File: config.mk
export PLATFORM = sky130hd
export DESIGN_NAME = lcd_floor_writer
export DESIGN_NICKNAME = d
export VERILOG_FILES = /design/src/rtl/smartlift_pkg.sv /design/src/rtl/lcd_byte_tx.sv /design/src/rtl/lcd_floor_writer.sv
export SDC_FILE = /design/constraint.sdc
export NUM_CORES = 1
export LEC_CHECK = 0
export CAP_MARGIN = 5
export CORE_ASPECT_RATIO = 0.8
export CORE_MARGIN = 2
export CORE_UTILIZATION = 60
export DETAILED_ROUTE_END_ITERATION = 6
export PLACE_DENSITY = 0.8
export SETUP_SLACK_MARGIN = 0.3
export SLEW_MARGIN = 20
export SYNTH_ARGS = -nofsm -noshare
export SYNTH_HDL_FRONTEND = slang
export SYNTH_HIERARCHICAL = 1
export SYNTH_SLANG_ARGS = --single-unit
File: constraint.sdc
create_clock -name CLOCK_50 -period 7.55 [get_ports CLOCK_50]
set_input_delay 1.51 -clock CLOCK_50 [delete_from_list [all_inputs] [get_ports CLOCK_50]]
set_output_delay 1.51 -clock CLOCK_50 [all_outputs]
set_load 0.05 [all_outputs]
File: src/rtl/smartlift_pkg.sv
// Shared constants, state types and character helpers for the lift LCD writer.
// The optional second display line is enabled with `define LCD_LINE2_EN.
package smartlift_pkg;

    localparam logic [7:0] LCD_CMD_FUNCSET = 8'h38;
    localparam logic [7:0] LCD_CMD_DISP_ON = 8'h0C;
    localparam logic [7:0] LCD_CMD_CLEAR   = 8'h01;
    localparam logic [7:0] LCD_CMD_ENTRY   = 8'h06;
    localparam logic [7:0] LCD_CMD_LINE1   = 8'h80;
    localparam logic [7:0] LCD_CMD_LINE2   = 8'hC0;

    localparam logic [7:0] ASC_SPACE = 8'h20;
    localparam logic [7:0] ASC_DASH  = 8'h2D;
    localparam logic [7:0] ASC_ZERO  = 8'h30;
    localparam logic [7:0] ASC_COLON = 8'h3A;
    localparam logic [7:0] ASC_QMARK = 8'h3F;
    localparam logic [7:0] ASC_A     = 8'h41;
    localparam logic [7:0] ASC_D     = 8'h44;
    localparam logic [7:0] ASC_E     = 8'h45;
    localparam logic [7:0] ASC_I     = 8'h49;
    localparam logic [7:0] ASC_L     = 8'h4C;
    localparam logic [7:0] ASC_N     = 8'h4E;
    localparam logic [7:0] ASC_O     = 8'h4F;
    localparam logic [7:0] ASC_R     = 8'h52;
    localparam logic [7:0] ASC_S     = 8'h53;
    localparam logic [7:0] ASC_T     = 8'h54;
    localparam logic [7:0] ASC_U     = 8'h55;

    localparam int unsigned MAX_FLOOR = 8;

    typedef enum logic [2:0] {
        ST_PWRUP  = 3'd0,
        ST_INIT   = 3'd1,
        ST_IDLE   = 3'd2,
        ST_ADDR   = 3'd3,
        ST_CHARS  = 3'd4,
        ST_ADDR2  = 3'd5,
        ST_CHARS2 = 3'd6
    } lcd_state_e;

    typedef enum logic [1:0] {
        TX_IDLE  = 2'd0,
        TX_SETUP = 2'd1,
        TX_PULSE = 2'd2,
        TX_WAIT  = 2'd3
    } tx_phase_e;

    function automatic logic [7:0] digit_to_ascii(input logic [3:0] v);
        if (v <= 4'(MAX_FLOOR)) return ASC_ZERO + {4'h0, v};
        return ASC_QMARK;
    endfunction

    function automatic logic [7:0] init_cmd(input logic [1:0] idx);
        case (idx)
            2'd0:    return LCD_CMD_FUNCSET;
            2'd1:    return LCD_CMD_DISP_ON;
            2'd2:    return LCD_CMD_CLEAR;
            default: return LCD_CMD_ENTRY;
        endcase
    endfunction

    // "ANDAR ATUAL: n  "
    function automatic logic [7:0] line1_char(input logic [3:0] idx, input logic [3:0] floor);
        case (idx)
            4'd0:    return ASC_A;
            4'd1:    return ASC_N;
            4'd2:    return ASC_D;
            4'd3:    return ASC_A;
            4'd4:    return ASC_R;
            4'd6:    return ASC_A;
            4'd7:    return ASC_T;
            4'd8:    return ASC_U;
            4'd9:    return ASC_A;
            4'd10:   return ASC_L;
            4'd11:   return ASC_COLON;
            4'd13:   return digit_to_ascii(floor);
            default: return ASC_SPACE;
        endcase
    endfunction

    // "DESTINO: n      ", with '-' in place of n when no request is pending
    function automatic logic [7:0] line2_char(input logic [3:0] idx, input logic [3:0] dest,
                                              input logic valid);
        case (idx)
            4'd0:    return ASC_D;
            4'd1:    return ASC_E;
            4'd2:    return ASC_S;
            4'd3:    return ASC_T;
            4'd4:    return ASC_I;
            4'd5:    return ASC_N;
            4'd6:    return ASC_O;
            4'd7:    return ASC_COLON;
            4'd9:    return valid ? digit_to_ascii(dest) : ASC_DASH;
            default: return ASC_SPACE;
        endcase
    endfunction

endpackage

File: src/rtl/lcd_byte_tx.sv
// Single-byte HD44780 write engine: setup, enable strobe, then command settle wait.
// RS/DATA stay registered after the byte so the bus never changes under the wait.
module lcd_byte_tx
    import smartlift_pkg::*;
#(
    parameter int EN_PULSE_CYC   = 12,
    parameter int SETUP_CYC      = 2,
    parameter int CMD_WAIT_CYC   = 2500,
    parameter int CLEAR_WAIT_CYC = 100000
) (
    input  logic       clk_i,
    input  logic       rst_i,
    input  logic       start_i,
    input  logic       rs_i,
    input  logic [7:0] data_i,
    output logic       rs_o,
    output logic [7:0] data_o,
    output logic       en_o,
    output logic       ready_o,
    output logic       done_o,
    output logic [1:0] phase_o
);

    tx_phase_e   phase_q, phase_d;
    logic [31:0] cnt_q, cnt_d;
    logic        rs_q, rs_d;
    logic [7:0]  data_q, data_d;
    logic [31:0] wait_last;

    assign wait_last = (!rs_q && data_q == LCD_CMD_CLEAR) ? 32'(CLEAR_WAIT_CYC - 1)
                                                          : 32'(CMD_WAIT_CYC - 1);

    always_ff @(posedge clk_i) begin
        if (rst_i) begin
            phase_q <= TX_IDLE;
            cnt_q   <= '0;
            rs_q    <= 1'b0;
            data_q  <= '0;
        end else begin
            phase_q <= phase_d;
            cnt_q   <= cnt_d;
            rs_q    <= rs_d;
            data_q  <= data_d;
        end
    end

    always_comb begin
        phase_d = phase_q;
        cnt_d   = cnt_q;
        rs_d    = rs_q;
        data_d  = data_q;
        case (phase_q)
            TX_IDLE: begin
                if (start_i) begin
                    phase_d = TX_SETUP;
                    cnt_d   = '0;
                    rs_d    = rs_i;
                    data_d  = data_i;
                end
            end
            TX_SETUP: begin
                if (cnt_q == 32'(SETUP_CYC - 1)) begin
                    phase_d = TX_PULSE;
                    cnt_d   = '0;
                end else begin
                    cnt_d = cnt_q + 32'd1;
                end
            end
            TX_PULSE: begin
                if (cnt_q == 32'(EN_PULSE_CYC - 1)) begin
                    phase_d = TX_WAIT;
                    cnt_d   = '0;
                end else begin
                    cnt_d = cnt_q + 32'd1;
                end
            end
            default: begin
                if (cnt_q == wait_last) begin
                    phase_d = TX_IDLE;
                    cnt_d   = '0;
                end else begin
                    cnt_d = cnt_q + 32'd1;
                end
            end
        endcase
    end

    always_comb begin
        rs_o    = rs_q;
        data_o  = data_q;
        en_o    = (phase_q == TX_PULSE);
        ready_o = (phase_q == TX_IDLE);
        done_o  = (phase_q == TX_WAIT) && (cnt_q == wait_last);
        phase_o = phase_q;
    end

endmodule

File: src/rtl/lcd_floor_writer.sv
// Lift floor display writer: power-up wait, HD44780 init, then refreshes on input change.
// Define LCD_LINE2_EN to add the destination line (and let destination inputs trigger refreshes).
module lcd_floor_writer
    import smartlift_pkg::*;
#(
    parameter int EN_PULSE_CYC   = 12,
    parameter int SETUP_CYC      = 2,
    parameter int CMD_WAIT_CYC   = 2500,
    parameter int CLEAR_WAIT_CYC = 100000,
    parameter int POWERUP_CYC    = 1000000
) (
    input  logic       CLOCK_50,
    input  logic       reset,
    input  logic [3:0] andar_atual,
    input  logic [3:0] andar_dest,
    input  logic       dest_valid,
    output logic [7:0] LCD_DATA,
    output logic       LCD_RS,
    output logic       LCD_RW,
    output logic       LCD_EN,
    output logic       busy,
    output logic [2:0] dbg_state
);

    lcd_state_e  state_q, state_d;
    logic [31:0] pwr_cnt_q, pwr_cnt_d;
    logic [3:0]  idx_q, idx_d;
    logic [3:0]  snap_atual_q, snap_atual_d;
    logic        refresh_req;

    logic        tx_start, tx_rs, tx_ready, tx_done;
    logic [7:0]  tx_data;
    logic [1:0]  tx_phase;

`ifdef LCD_LINE2_EN
    logic [3:0]  snap_dest_q, snap_dest_d;
    logic        snap_valid_q, snap_valid_d;

    assign refresh_req = {andar_atual, andar_dest, dest_valid}
                      != {snap_atual_q, snap_dest_q, snap_valid_q};

    always_ff @(posedge CLOCK_50) begin
        if (reset) begin
            snap_dest_q  <= '0;
            snap_valid_q <= 1'b0;
        end else begin
            snap_dest_q  <= snap_dest_d;
            snap_valid_q <= snap_valid_d;
        end
    end
`else
    logic unused_line2;

    // Destination is not shown, so it must not cause refreshes.
    assign unused_line2 = ^{andar_dest, dest_valid, tx_phase};
    assign refresh_req  = (andar_atual != snap_atual_q);
`endif

    always_ff @(posedge CLOCK_50) begin
        if (reset) begin
            state_q      <= ST_PWRUP;
            pwr_cnt_q    <= '0;
            idx_q        <= '0;
            snap_atual_q <= '0;
        end else begin
            state_q      <= state_d;
            pwr_cnt_q    <= pwr_cnt_d;
            idx_q        <= idx_d;
            snap_atual_q <= snap_atual_d;
        end
    end

    always_comb begin
        state_d      = state_q;
        pwr_cnt_d    = pwr_cnt_q;
        idx_d        = idx_q;
        snap_atual_d = snap_atual_q;
`ifdef LCD_LINE2_EN
        snap_dest_d  = snap_dest_q;
        snap_valid_d = snap_valid_q;
`endif
        case (state_q)
            ST_PWRUP: begin
                if (pwr_cnt_q == 32'(POWERUP_CYC - 1)) begin
                    state_d   = ST_INIT;
                    pwr_cnt_d = '0;
                    idx_d     = '0;
                end else begin
                    pwr_cnt_d = pwr_cnt_q + 32'd1;
                end
            end
            ST_INIT: begin
                if (tx_done) begin
                    if (idx_q == 4'd3) begin
                        state_d = ST_ADDR;
                        idx_d   = '0;
                    end else begin
                        idx_d = idx_q + 4'd1;
                    end
                end
            end
            ST_IDLE: begin
                if (refresh_req) state_d = ST_ADDR;
            end
            ST_ADDR: begin
                if (tx_done) begin
                    state_d = ST_CHARS;
                    idx_d   = '0;
                end
            end
            ST_CHARS: begin
                if (tx_done) begin
                    idx_d = idx_q + 4'd1;
                    if (idx_q == 4'd15) begin
`ifdef LCD_LINE2_EN
                        state_d = ST_ADDR2;
`else
                        state_d = ST_IDLE;
`endif
                        idx_d = '0;
                    end
                end
            end
`ifdef LCD_LINE2_EN
            ST_ADDR2: begin
                if (tx_done) begin
                    state_d = ST_CHARS2;
                    idx_d   = '0;
                end
            end
            ST_CHARS2: begin
                if (tx_done) begin
                    idx_d = idx_q + 4'd1;
                    if (idx_q == 4'd15) begin
                        state_d = ST_IDLE;
                        idx_d   = '0;
                    end
                end
            end
`endif
            default: state_d = ST_PWRUP;
        endcase

        // Every refresh enters ADDR from INIT or IDLE; that is where the snapshot is taken.
        if (state_d == ST_ADDR && state_q != ST_ADDR) begin
            snap_atual_d = andar_atual;
`ifdef LCD_LINE2_EN
            snap_dest_d  = andar_dest;
            snap_valid_d = dest_valid;
`endif
        end
    end

    always_comb begin
        tx_rs    = 1'b0;
        tx_data  = 8'h00;
        tx_start = 1'b0;
        case (state_q)
            ST_INIT: begin
                tx_data  = init_cmd(idx_q[1:0]);
                tx_start = tx_ready;
            end
            ST_ADDR: begin
                tx_data  = LCD_CMD_LINE1;
                tx_start = tx_ready;
            end
            ST_CHARS: begin
                tx_rs    = 1'b1;
                tx_data  = line1_char(idx_q, snap_atual_q);
                tx_start = tx_ready;
            end
`ifdef LCD_LINE2_EN
            ST_ADDR2: begin
                tx_data  = LCD_CMD_LINE2;
                tx_start = tx_ready;
            end
            ST_CHARS2: begin
                tx_rs    = 1'b1;
                tx_data  = line2_char(idx_q, snap_dest_q, snap_valid_q);
                tx_start = tx_ready;
            end
`endif
            default: ;
        endcase
        busy      = reset || (state_q != ST_IDLE);
        LCD_RW    = 1'b0;
        dbg_state = state_q;
    end

    lcd_byte_tx #(
        .EN_PULSE_CYC  (EN_PULSE_CYC),
        .SETUP_CYC     (SETUP_CYC),
        .CMD_WAIT_CYC  (CMD_WAIT_CYC),
        .CLEAR_WAIT_CYC(CLEAR_WAIT_CYC)
    ) u_tx (
        .clk_i  (CLOCK_50),
        .rst_i  (reset),
        .start_i(tx_start),
        .rs_i   (tx_rs),
        .data_i (tx_data),
        .rs_o   (LCD_RS),
        .data_o (LCD_DATA),
        .en_o   (LCD_EN),
        .ready_o(tx_ready),
        .done_o (tx_done),
        .phase_o(tx_phase)
    );

endmodule
=== Yosys cells after proc, flatten, opt, wreduce, memory -nomap -nowiden ===
Index checks and enable logic that the tools add are counted.
W data, S select, Z words.

* Register bits: 86
* Input bits: 11
* Output and inout port bits: 15
* Word-level logic and storage cells: 103

* Add/sub/neg operators: 4
* $lt $le $gt $ge: 1
* Equality and inequality tests: 37
* Muxes and demuxes: 37
* Reductions and logical operators: 16

{| class="wikitable"
|+ Operators with widths
! kind !! number
|-
| $mux W32 || 5
|-
| $pmux W32 S3 || 1
|-
| $pmux W8 S9 || 1
|-
| $add A32 B1 Y32 const B || 2
|-
| $eq A32 B1 Y1 const B || 1
|-
| $eq A32 B20 Y1 const B || 1
|-
| $eq A32 B32 Y1 || 1
|-
| $eq A32 B4 Y1 const B || 1
|-
| $eq A4 B4 Y1 const B || 6
|-
| $mux W4 || 6
|-
| $pmux W8 S3 || 1
|-
| $mux W3 || 7
|-
| $pmux W6 S3 || 1
|-
| $mux W17 || 1
|-
| $mux W8 || 2
|-
| $pmux W4 S4 || 1
|-
| $pmux W3 S5 || 1
|-
| $eq A4 B3 Y1 const B || 3
|-
| $ne A2 B2 Y1 const B || 5
|-
| $eq A3 B2 Y1 const B || 3
|-
| $eq A4 B2 Y1 const B || 2
|-
| $eq A8 B1 Y1 const B || 1
|-
| $mux W2 || 4
|-
| $reduce_bool A4 Y1 || 2
|-
| other kinds (24) || 36
|}

=== Depth between registers and ports, before layout ===
Gate-level depths: netlist of the first run.

* Word-level depth: 9
* Mapped depth: 11
* Depth with buffers taken out: 10

=== Hierarchy ===
The synthesis of the first run kept the hierarchy.

{| class="wikitable"
|+ By module, submodules not included
! module !! instances !! cells each !! area an instance (um^2) !! sequential area each (um^2)
|-
| lcd_floor_writer || 1 || 334 || 2632.5 || 860.8
|-
| lcd_byte_tx || 1 || 270 || 2240.9 || 860.8
|}

=== Least setup slack after synthesis of the first run ===
No wires, ideal clock.

* Kind: input to output
* Start: input port reset
* End: output port busy
* Arrival: 2447 ps
* Required time: 6040 ps
* Setup slack: 3593 ps
* Cell stages on the path: 2
* Buffers on the path: 1
* Path through: buf_1 > or4b_2

* Longest elaborated chain between the ends: 1

{| class="wikitable"
|+ Ends and longest elaborated chain
! item !! RTL line !! text
|-
| start, declared || lcd_floor_writer.sv:13 || <nowiki>input logic reset,</nowiki>
|-
| $logic_or A1 B1 Y1 || lcd_floor_writer.sv:185 || <nowiki>busy = reset || (state_q != ST_IDLE);</nowiki>
|-
| end, declared || lcd_floor_writer.sv:21 || <nowiki>output logic busy,</nowiki>
|}

No other way between the ends.

=== Worst setup path in the final report of the first run ===
Ends and elaborated chain as after synthesis.

==> summary.md, run 1 <==
| Metric | Value |
|---|---|
| H-tree depth | 3 |
| Post_cts resized | 0 |
| Most used cell, CP | clkdlybuf4s50_1 |
| Avg Cell Area, Syn | 8.07 um^2 |
| CTS clk-pin slew, worst paths | 0.08 ns |
| Setup tns final | 0 ns |
| EDFF count, synth | 0 |
| Psw | 0.000201 W |
| Root buffer cell | clkbuf_8 |
| Initial antenna violation count | 0 |
| Commonest cells in the netlist | 86 x dfxtp_1, 83 x nor2_1, 45 x xor2_1, 43 x nand2_1, 43 x nand3_1 |
| Vias in the first global route | 4022 |
| VDD IR-drop max | 0.000120 V |
| Crit path cell chain | clkdlybuf4s50_1 > buf_4 > or4b_2 > clkdlybuf4s50_1 |
| Die Wd | 105 um |
| Post-DP HPWL | 7390 um |
| Combinational share of power | 5.8% |
| RSZ-0062 raised after global routing | no |
| Slowest cell on the critical path | clkdlybuf4s50_1 |
| Fraction of registers with async set/reset | 0% |
| Mapped Nets | 627 |
| Deepest clock path buffer count | 2 |
| Die area | 8860 um^2 |
| Routed wire length | 10500 um |
| Mapped Cells | 604 |
| Yosys reg bits | 86 |
| Share of cells above drive strength 1 | 5.28% |
| # port buffers | 19 |
| Outcome | completed |
| Synth top area cells | dfxtp_1 35%, xor2_1 8.1%, nor2_1 6.4% |
| Initial Util | 61.6% |
| Worst Skew | 0.0117 ns |
| Leakage | 1.75 nW |
| Synth area leader | dfxtp_1 |
| Slew margin rel. | 35.7% |
| Synth top area share | 35.3% |
| WL/cell | 14.7 um |
| Slew Viols, Final | 0 |
| Row count | 29 |
| Worst hold slack | 0.473 ns |
| Hold Violations, Final | 0 |
| Clk network pwr share | 39.4% |
| First-pass GRT wire length | 18500 um |
| Worst skew pair latency | 0.37 ns |
| Syn Std Cell Area | 4870 um^2 |
| Period utilisation layout | 66.4% |
| Distinct cell type count after synthesis | 71 |
| Io pins | 26 |
| Max Clk Rate | 199 MHz |
| Ant diodes | 0 |
| Die Ht | 84.6 um |
| Synth warn | 6 |
| Setup Crit Path Kind | in2out |
| Int Power | 0.000636 W |
| DRT Pass-1 Iters | 4 |
| Drt via density | 6.04 |
| Switching Fraction | 24.0% |
| Critical path endpoint category | primary output |
| CTS Sinks | 86 |
| Crit Path Max Fanout | 37 |
| Remaining DRCs | 0 |
| Worst Hold Class | reg2reg |
| Top_reg_cell synth | dfxtp_1 |
| Worst EP required | 6.04 ns |
| Count leader, synth | dfxtp_1 |
| Post-CTS Setup Bufs | 0 |
| Setup violators final | 0 |
| Worst Tran Pin Value | 0.955 ns |
| Largest net degree at the start of global routing | 38 |
| Sequential cell area fraction in the yosys report | 35.3% |
| Critical Path AT | 3.51 ns |
| Antenna-violating nets left | 0 |
| GRT Residual Overflow | 0 |
| CTS buffer count | 9 |
| Layout area overhead | 7.45% |
| Final #Nets | 624 |
| Largest stage delay, worst path | 0.72 ns |
| Initial DRC count | 206 |
| CP Launch Type | input pin |
| RePlAce Congestion | 0.875 |
| Gr usage total | 25.2% |
| CTS tree | built |
| Sequential share of power | 54.8% |
| CTS Hold Bufs | 0 |
| CORE AREA | 7910 um^2 |
| MaxCap Viol Count | 0 |
| Power Dens Cells | 160 nW/um^2 |
| Detailed-route via count | 4314 |
| Crit path time final | 5.02 ns |
[power groups by stage]
stage          Sequential (W)  Clock [W]  Combinational (W)
2_1_floorplan        0.000468          0          0.0000442
3_3_place_gp         0.000469          0          0.0000468
3_5_place_dp         0.000469          0          0.0000488
4_1_cts              0.000458   0.000340          0.0000488
5_1_grt              0.000459   0.000355          0.0000549
6_report             0.000458   0.000329          0.0000489
[routing by layer]
layer  GRT usage [%]  vias to the layer above  part of all wire (%)
li1                -                     2124                     -
met1            33.0                     2046                    47
met2            39.9                      127                    46
met3            6.21                       17                   5.1
met4            10.7                        0                   1.8
met5               0                        -                     0
[worst max-delay path, delay by kind of cell]
| family | cells | cell delay [ns] |
|---|---|---|
| buffers and inverters | 3 | 1.35 |
| AND/OR/NAND/NOR | 1 | 0.64 |
[logic make-up after synthesis]
group                      after synthesis  synth area share [%]
and+or+nand+nor                        300                  32.5
AOI/OAI and AO/OA                       90                  12.3
DFF                                     86                  35.3
xor gates and xnor gates                60                  10.8
buffers and inverters                   50                  4.95
adders and majority gates               12                  3.08
muxes                                    5                  1.05
other                                    1                0.0769
[sequential cells by signal, summed over array words and instances, names as in the netlist]
signal,cells
pwr_cnt_q,32
u_tx/cnt_q,32
u_tx/data_o,8
idx_q,4
snap_atual_q,4
dbg_state,3
u_tx/phase_o,2
u_tx/rs_o,1
[cell type report]
cell class	count	area, um^2
sequential	86	1720
multi-input combinational	468	2910
clock buffer	12	145
timing repair buffer	23	220
fill	720	2670
clock inverter	4	55.1
inverter	13	48.8
tap	108	135
[layout by cell type, fill, tap and decap left out, drive strengths merged, types with 3 or more instances in the layout]
master	synthesis	layout
dfxtp	86	86
nor2	83	83
xor2	45	45
nand3	43	43
nand2	43	43
a21oi	26	26
nand4	25	25
nor4	21	21
clkdlybuf4s50	0	19
o21ai	18	18
nand2b	16	16
xnor2	15	15
nor3	13	13
inv	12	13
ha	12	12
clkbuf	23	12
nor2b	9	9
and4	9	9
and2	7	7
o211ai	5	5
or3	5	5
a31oi	5	5
and3	5	5
or2	5	5
o22ai	4	4
nor4b	4	4
mux2i	4	4
buf	14	4
o21bai	3	3
a22oi	3	3
o32ai	3	3
nor3b	3	3
[metrics by stage]
step                      power [W]  util [%]  cells  setup WS [ns]  instance area [um^2]
after floorplan            0.000513         -    604           3.59                  4870
after global placement     0.000516      63.7    698           2.55                  5040
after detailed placement   0.000518      63.7    698           2.53                  5040
after CTS                  0.000847      66.2    714           2.53                  5240
after global routing       0.000869      66.2    714           2.47                  5240
final                      0.000837      66.2    714           2.53                  5240
[final timing paths]
kind | from | to | slack [ns] | cells after the start
setup reg to reg | dbg_state[2] | u_tx/cnt_q[22] | 3.52 | 9
hold reg to reg | u_tx/data_o[2] | u_tx/data_o[2] | 0.47 | 2
setup / recovery | reset | busy | 2.53 | 4
hold / removal | u_tx/data_o[2] | u_tx/data_o[2] | 0.47 | 2
No activity file was read; power rests on OpenSTA's default activity.
==> run 2: changes to the inputs <==
clock period = 5.1 ns   (was 7.55 ns; I/O delays follow)
==> run 2 against run 1 <==
  * Flip-flop and latch count unchanged
  * Global-route usage about the same
  * Highest routed layer unchanged
  * Non-clock buffer count up 1
  * Critical path depth up 6
==> summary.md, run 2 (synthesized netlist as in run 1, its figures left out) <==
| Metric | Value |
|---|---|
| Outcome | completed |
| Critical Path AT | 4.14 ns (+0.63 ns) |
| Post_cts resized | 0 (unchanged) |
| WHS Endpoint | u_tx/data_o[0] |
| Worst Hold Class | reg2reg |
| Slew Viols, Final | 0 (unchanged) |
| Deepest clock path buffer count | 2 (unchanged) |
| Root buffer cell | clkbuf_8 |
| Routed wire length | 10900 um (+3.4%) |
| Row count | 29 (unchanged) |
| Ant diodes | 0 (unchanged) |
| M2 GR Usage | 42.1% (+2.2 points) |
| Antenna-violating nets left | 0 (unchanged) |
| Largest net degree at the start of global routing | 37 (-2.6%) |
| CTS Sinks | 86 (unchanged) |
| Met3 usage | 5.20% (-1.0 points) |
| CTS tree | built |
| Crit path time final | 3.92 ns |
| CP Launch Type | flop |
| Commonest non-fill, non-tap cells in the layout | 86 x dfxtp_1, 83 x nor2_1, 45 x xor2_1, 43 x nand3_1, 43 x nand2_1 |
| Max Clk Rate | 255 MHz |
| WL/cell | 15.2 um (+3.2%) |
| Reg2reg start | dbg_state[2] |
| Combinational share of power | 5.6% (-0.2 points) |
| Psw | 0.000311 W (+55%) |
| GRT Residual Overflow | 0 (unchanged) |
| Placed Cells | 699 (+0.14%) |
| Met1 Usage GRT | 32.7% (-0.25 points) |
| CORE AREA | 7910 um^2 (unchanged) |
| Int Power | 0.000991 W (+56%) |
| Post-CTS Setup Bufs | 0 (unchanged) |
| Die Wd | 105 um (unchanged) |
| Power Dens Cells | 247 nW/um^2 (+54%) |
| Register-to-register setup slack | 1.18 ns (-2.34 ns) |
| RePlAce Congestion | 0.876 (about the same) |
| Util after Layout | 66.7% (+0.47 points) |
| Initial DRC count | 324 (+57%) |
| CTS clk-pin slew, worst paths | 0.09 ns (about the same) |
| Detailed-route via count | 4327 (+0.30%) |
| Post-route setup slack | 1.18 ns (-1.35 ns) |
| H-tree depth | 3 (unchanged) |
| Hold Path Cell Cnt | 2 (unchanged) |
| MaxCap Viol Count | 0 (unchanged) |
| Worst Tran Pin Value | 1.16 ns (+0.207 ns) |
| Gr usage total | 25.2% (about the same) |
| First-pass GRT wire length | 18700 um (+1.3%) |
| Vias in the first global route | 4110 (+2.2%) |
| Crit Path Max Fanout | 12 (-68%) |
| CTS Hold Bufs | 0 (unchanged) |
| Worst R2R End | u_tx/cnt_q[22] |
| RSZ-0062 raised after global routing | no |
| Initial Util | 61.6% (unchanged) |
| Share of cells above drive strength 1 | 5.77% (+0.49 points) |
| Slew margin rel. | 21.8% (-14 points) |
| GRT busiest layer | met2 |
| Switching Fraction | 23.9% (-0.15 points) |
| Period utilisation layout | 76.8% |
| Pre-CTS setup slack | 1.32 ns (-1.22 ns) |
| Io pins | 26 (unchanged) |
| Die area | 8860 um^2 (unchanged) |
| Layout Cells excl Fill | 715 (+0.14%) |
| Layout area overhead | 8.22% |
| # port buffers | 19 (unchanged) |
| Critical path endpoint category | flop |
| Leakage | 1.76 nW (+1.0%) |
| Initial antenna violation count | 0 (unchanged) |
| Commonest non-fill, non-tap cell in the layout | dfxtp_1 |
| Post-DP HPWL | 7390 um (about the same) |
| Worst skew pair latency | 0.37 ns (about the same) |
| Final #Nets | 625 (+0.16%) |
| Drt via density | 6.05 (+0.16%) |
| Worst R2R Path Depth | 10 (+1) |
| Sequential share of power | 52.2% (-2.6 points) |
| Clk network pwr share | 42.2% (+2.8 points) |
| Setup tns final | 0 ns (unchanged) |
| DRT Pass-1 Iters | 5 (+1) |
| Die Ht | 84.6 um (unchanged) |
| Hold Violations, Final | 0 (unchanged) |
| HP Start | u_tx/data_o[0] |
| Setup violators final | 0 (unchanged) |
| CTS buffer count | 9 (unchanged) |
| Worst Skew | 0.0117 ns (-0.0000253 ns) |
| Setup Crit Path Kind | reg2reg |
| Remaining DRCs | 0 (unchanged) |
| VDD IR-drop max | 0.000130 V (+8.0%) |
| Worst EP required | 5.32 ns (-0.72 ns) |
-- run 2: cell types whose count changed in the layout (fill, tap and decap cells not counted) --
cell / before / now
clkinv_4: 1 / 0
clkbuf_1: 2 / 0
buf_4: 4 / 5
clkinvlp_4: 1 / 2
bufinv_16: 1 / 2
inv_6: 1 / 2
-- run 2: power groups by stage --
stage          Sequential (W)  Combinational [W]  Clock, W
2_1_floorplan        0.000694          0.0000655         0
3_3_place_gp         0.000694          0.0000697         0
3_5_place_dp         0.000695          0.0000728         0
4_1_cts              0.000679          0.0000728  0.000560
5_1_grt              0.000680          0.0000811  0.000585
6_report             0.000679          0.0000733  0.000549
-- run 2: per-layer routing --
| layer | wire (um) | vias to the layer above | share of wire (%) |
|---|---|---|---|
| li1 | - | 2133 | - |
| met1 | 5130 | 2054 | 47 |
| met2 | 5050 | 122 | 46 |
| met3 | 539 | 18 | 5.0 |
| met4 | 166 | 0 | 1.5 |
| met5 | 0 | - | 0 |
-- run 2: worst max path at each step --
stage,from,endpoint,slack (ns),depth (start not counted)
after floorplan,reset,busy,2.12,2
after global placement,reset,busy,1.34,3
after detailed placement,reset,busy,1.32,3
after CTS,dbg_state[2],u_tx/cnt_q[22],1.30,10
after global routing,dbg_state[2],u_tx/cnt_q[26],1.04,10
final,dbg_state[2],u_tx/cnt_q[22],1.18,10
-- run 2: layout make-up --
| type | instances | area, um^2 |
|---|---|---|
| inverters | 13 | 48.8 |
| flip-flops and latches | 86 | 1720 |
| multi-input cells | 468 | 2910 |
| clock inverters | 6 | 92.6 |
| well taps | 108 | 135 |
| fillers | 702 | 2640 |
| repair buffers | 24 | 228 |
| clock buffers | 10 | 138 |
-- run 2: critical path, stage by stage (launching register included) --
cell      delay (ns)
dfxtp_1         0.56
nor3b_2         0.58
nor2_1          0.15
nor2b_1         0.13
buf_4           0.19
nand2b_1        0.40
nand2_1         0.28
nor4_1          1.02
nand4_1         0.21
xor2_1          0.19
nor2_1          0.05
-- run 2: per-stage QoR --
stage	power (W)	hold WS (ns)	cell area, um^2
after floorplan	0.000759	0.449	4870
after global placement	0.000764	0.459	5040
after detailed placement	0.000768	0.464	5040
after CTS	0.00131	0.477	5270
after global routing	0.00135	0.510	5270
final	0.00130	0.474	5270
